<file path="config.mk">
export PLATFORM = sky130hd
export DESIGN_NAME = regfile_write_arbiter
export DESIGN_NICKNAME = d
export VERILOG_FILES = /design/src/rtl/regfile_write_arbiter_pkg.sv /design/src/rtl/regfile_write_arbiter_rr_arbiter.sv /design/src/rtl/regfile_write_arbiter.sv
export SDC_FILE = /design/constraint.sdc
export NUM_CORES = 1
export LEC_CHECK = 0
export ABC_AREA = 1
export BUFFER_PORTS_ARGS = -buffer_cell sky130_fd_sc_hd__clkbuf_2
export CORE_MARGIN = 2
export CORE_UTILIZATION = 40
export CTS_CLUSTER_DIAMETER = 150
export DETAILED_ROUTE_END_ITERATION = 8
export HOLD_SLACK_MARGIN = 0.08
export PLACE_DENSITY = 0.75
export SLEW_MARGIN = 20
export SYNTH_ARGS = -nofsm -noshare
export SYNTH_HDL_FRONTEND = slang
export SYNTH_HIERARCHICAL = 1
export SYNTH_SLANG_ARGS = --single-unit
</file>
<file path="constraint.sdc">
create_clock -name clock -period 4.66 [get_ports clock]
set_clock_uncertainty 0.15 [all_clocks]
set_input_delay 1.398 -clock clock [delete_from_list [all_inputs] [get_ports clock]]
set_output_delay 1.398 -clock clock [all_outputs]
set_load 0.05 [all_outputs]
</file>
<file path="src/rtl/regfile_write_arbiter_pkg.sv">
// Shared constants for the register-file write path: widths, register count
// and the fixed requester indices used by the writeback/load/debug sources.
package regfile_pkg;
   localparam int unsigned ADDR_WIDTH = 5;
   localparam int unsigned DATA_WIDTH = 32;
   localparam int unsigned NUM_REGS   = 2 ** ADDR_WIDTH;
   localparam int unsigned NUM_REQ    = 3;

   localparam int unsigned REQ_ALU    = 0;
   localparam int unsigned REQ_LOAD   = 1;
   localparam int unsigned REQ_DEBUG  = 2;
endpackage

</file>
<file path="src/rtl/regfile_write_arbiter_rr_arbiter.sv">
// Combinational round-robin arbiter: the scan starts one past the pointer
// and grants the first active request; a zero enable forces no grant.
module rr_arbiter #(
   parameter int unsigned N  = 3,
   parameter int unsigned PW = (N > 1) ? $clog2(N) : 1
)(
   input  logic [N-1:0]  i_req,
   input  logic [PW-1:0] i_ptr,
   input  logic          i_enable,
   output logic [N-1:0]  o_grant,
   output logic [PW-1:0] o_winner
);
   int unsigned w_idx;
   logic        w_found;

   always_comb begin
      o_grant  = '0;
      o_winner = '0;
      w_found  = 1'b0;
      w_idx    = 0;
      if (i_enable) begin
         for (int unsigned k = 1; k <= N; k++) begin
            w_idx = (32'(i_ptr) + k) % N;
            if (!w_found && i_req[w_idx]) begin
               w_found          = 1'b1;
               o_grant[w_idx]   = 1'b1;
               o_winner         = PW'(w_idx);
            end
         end
      end
   end
endmodule

</file>
<file path="src/rtl/regfile_write_arbiter.sv">
// Shares the register file write port among NUM_REQ requesters with a
// round-robin grant and one registered stage in front of the write port.
module regfile_write_arbiter
   import regfile_pkg::*;
#(
   parameter int unsigned NUM_REQ    = regfile_pkg::NUM_REQ,
   parameter int unsigned ADDR_WIDTH = regfile_pkg::ADDR_WIDTH,
   parameter int unsigned DATA_WIDTH = regfile_pkg::DATA_WIDTH
)(
   input  logic                          clock,
   input  logic                          reset,
   input  logic [NUM_REQ-1:0]            req_valid,
   input  logic [NUM_REQ*ADDR_WIDTH-1:0] req_address,
   input  logic [NUM_REQ*DATA_WIDTH-1:0] req_data,
   output logic [NUM_REQ-1:0]            req_ready,
   input  logic                          hold,
   output logic                          write_enable,
   output logic [ADDR_WIDTH-1:0]         write_address,
   output logic [DATA_WIDTH-1:0]         write_data_in,
   output logic [2**ADDR_WIDTH-1:0]      pending
);
   localparam int unsigned PW = (NUM_REQ > 1) ? $clog2(NUM_REQ) : 1;

   logic [NUM_REQ-1:0]     w_grant;
   logic [PW-1:0]          w_winner;
   logic                   w_transfer;
   logic                   w_enable;
   logic [2**ADDR_WIDTH-1:0] w_pending;

   logic [PW-1:0]          r_last_grant;
   logic                   r_we;
   logic [ADDR_WIDTH-1:0]  r_waddr;
   logic [DATA_WIDTH-1:0]  r_wdata;

   // Reset is folded into the enable so no grant is offered while held in reset.
   assign w_enable = reset & ~hold;

   rr_arbiter #(
      .N  (NUM_REQ),
      .PW (PW)
   ) u_arb (
      .i_req    (req_valid),
      .i_ptr    (r_last_grant),
      .i_enable (w_enable),
      .o_grant  (w_grant),
      .o_winner (w_winner)
   );

   assign w_transfer = |w_grant;
   assign req_ready  = w_grant;

   always_ff @(posedge clock) begin
      if (!reset) begin
         r_last_grant <= PW'(NUM_REQ - 1);
         r_we         <= 1'b0;
         r_waddr      <= '0;
         r_wdata      <= '0;
      end else begin
         r_we <= w_transfer;
         if (w_transfer) begin
            r_last_grant <= w_winner;
            r_waddr      <= req_address[w_winner*ADDR_WIDTH +: ADDR_WIDTH];
            r_wdata      <= req_data[w_winner*DATA_WIDTH +: DATA_WIDTH];
         end
      end
   end

   always_comb begin
      w_pending = '0;
      if (r_we) w_pending[r_waddr] = 1'b1;
   end

   assign write_enable  = r_we;
   assign write_address = r_waddr;
   assign write_data_in = r_wdata;
   assign pending       = w_pending;
endmodule

</file>
==> flow_summary.yaml <==
cts:
  worst_setup_hold_path_clk_slew_ns: 0.07
  clock_sink_count: 40
  cts_hold_buf: 0
  cts_tree: "done"
  clock_latency_ns: 0.28
  h-tree-depth: 2
  cts_buffer_depth: 2
  cts-root-buf: "clkbuf_8"
  cts_setup_buffers: 0
  cts_resized: 0
  numCtsBuffers: 5
timing:
  timing.setup.tns_ns: 0
  fin_crit_ns: 4.22
  slew_headroom: 0.629
  setup_viol: 0
  fmax_ghz: 0.237
  final.setup.worst_slack_ns: 0.441
  rsz0062_at_grt: "false"
  min_period_over_period: 0.905
  finalHoldViolations: 0
  worstMarginPinSlew_ns: 0.556
  finalMaxSlewViolations: 0
worst_hold_path:
  min_from: "write_data_in[18]$_SDFFE_PN0P_"
  holdPathStages: 2
  worstHoldPathType: "register to register"
outcome:
  status: "complete, no violations"
synthesis:
  synth.net_count: 626
  netlist_instances: 505
  ys_seq_area_frac: 0.259
  synth_area_leader_cell: "dfxtp_1"
  synth_area_leaders: "dfxtp_1, nor2_1, nand3_1, a21oi_2, nand2_2"
  async_reset_ff_frac: 0
  synth.distinct_cells: 23
  synth_xor_area_frac: 0
  syn_area_sq_mm: 0.00309
  synth-compound-area-share: 0.225
  yosys_warnings: 6
  synth-main-ff-cell: "dfxtp_1"
  syn-mean-instance-area_sq_um: 6.12
  yosys.area_share.simple: 0.372
  yosysTopAreaCellShare: 0.259
  synth_top_family_by_area: "simple AND/OR/NAND/NOR gates"
  synthMuxAreaShare: 0
  ys_ff_latch: 40
  synthAdderAreaFrac: 0.0162
  synth_edf_count: 0
worst_setup_path:
  end_kind: "primary output"
  max_stage_delay_ns: 0.34
  crit_arrival_ns: 2.67
  startpoint: "req_valid[2]"
  critical_path_class: "input pin to primary output"
  start_kind: "input pin"
  cp_cell_sequence: "clkbuf_2 -> inv_1 -> o21ai_1 -> nand2_4 -> nand3b_1 -> nand2_1 -> a21oi_1 -> clkbuf_2"
  crit_fanout: 9
  reg2reg_from: "r_last_grant[0]$_SDFFE_PN0P_"
  crit_path_frequent_cell: "clkbuf_2"
  cp_slowest_cell: "clkbuf_2"
  required_ns: 3.11
  reg2reg_depth: 12
power_and_ir_drop:
  power.leakage_nw: 2.14
  p_per_area_mw_per_mm2: 635
  power.total_mw: 2.64
  irDropWorstVdd_mv: 0.241
layout:
  fin_area_sq_mm: 0.00416
  fin_nets: 798
  drive_above_1_share: 0.451
  antenna_cells: 0
  final_util: 0.546
  syn_to_final_growth_pct: 34.5
global_routing:
  grt_antenna_before_repair: 0
  grt_first_pass_wirelength_mm: 14.9
  track_usage: 0.213
  grt_pass1_vias: 3338
  grt_start_max_net_pins: 41
  grt_overflow: 0
route:
  vias: 3774
  wl_mm: 9.26
  drt_iter0_drc: 122
  vias_per_cell: 4.84
  drt-wirelength-per-cell_um: 11.9
  drt-pass1-iter-count: 5
  drc: 0
  final_antenna_net_count: 0
placement:
  dpl_cell_area_sq_mm: 0.00408
  hpwl_mm: 7.15
  post-place-ws_ns: 0.454
  place_congestion: 0.962
  numPortBuffers: 189
floorplanning:
  core_area_sq_mm: 0.00761
  die-area_sq_mm: 0.00844
  die_w_um: 91.9
  die_h_um: 91.9
  rows: 32
  initial_core_util: 0.406
  ios: 190
job:
  max_cap_viol_count: 0
-- synth_stat cells (all sizes together), types with 3 or more instances --
cell type / count
inv: 60
buf: 20
o21ai: 76
nand3: 60
a21oi: 39
dfxtp: 40
ha: 4
nand4: 3
clkbuf: 11
nand2: 71
nor2: 119
-- flip-flops by register name, summed over array words and instances, names as in the netlist --
signal         cells
write_data_in     32
write_address      5
r_last_grant       2
write_enable       1
-- per-layer routing --
layer  track usage  vias to the layer above  wire, um
met1         0.240                     1655      3790
met4        0.0410                        0       106
met3        0.0509                       13       657
met5             0                        -         0
li1              -                     1962         -
met2         0.405                      144      4710
-- metrics by stage --
stage	hold WS, ns	std cells
after global routing	0.409	779
after global placement	0.358	772
after CTS	0.385	779
final	0.380	779
after floorplan	0.340	505
after detailed placement	0.365	772
-- layout by cell type (no fill, tap or decap), drive strengths merged --
master,n
inv,60
nand2,71
buf,7
clkbuf,195
ha,4
o21ai,76
a21oi,39
nor2,119
clkinv,1
nand3,60
nand3b,1
dfxtp,40
nand4,3
a31oi,1
-- final timing paths --
| kind | endpoint | slack [ns] |
|---|---|---|
| worst min-delay path | write_data_in[18]$_SDFFE_PN0P_ | 0.38 |
| worst max register to register | write_data_in[25]$_SDFFE_PN0P_ | 1.57 |
| worst max-delay path | req_ready[1] | 0.44 |
| worst min register to register | write_data_in[18]$_SDFFE_PN0P_ | 0.38 |
-- cell families after synthesis --
group | Yosys count
and+or+nand+nor | 254
AOI/OAI and AO/OA | 116
buffers and inverters | 91
DFF | 40
adders and majority gates | 4
-- final cells by class --
cell class	count	area [sq um]
fill	785	3450
clock buffer	6	72.6
inverter	60	225
multi-input combinational	374	1910
clock inverter	1	5.00
sequential	40	801
timing repair buffer	196	1010
tap	102	128
-- power by group --
part | switching [mW] | internal, mW
Combinational | 1.36 | 0.511
Clock | 0.111 | 0.102
Sequential | 0.0844 | 0.468
Total | 1.56 | 1.08
-- worst max-delay path: cells and delay by family --
kind / cells / cell delay (ns)
buffers and inverters: 3 / 0.52
and+or+nand+nor: 3 / 0.30
AOI/OAI and AO/OA: 2 / 0.46
(Power assumes the default switching activity.)
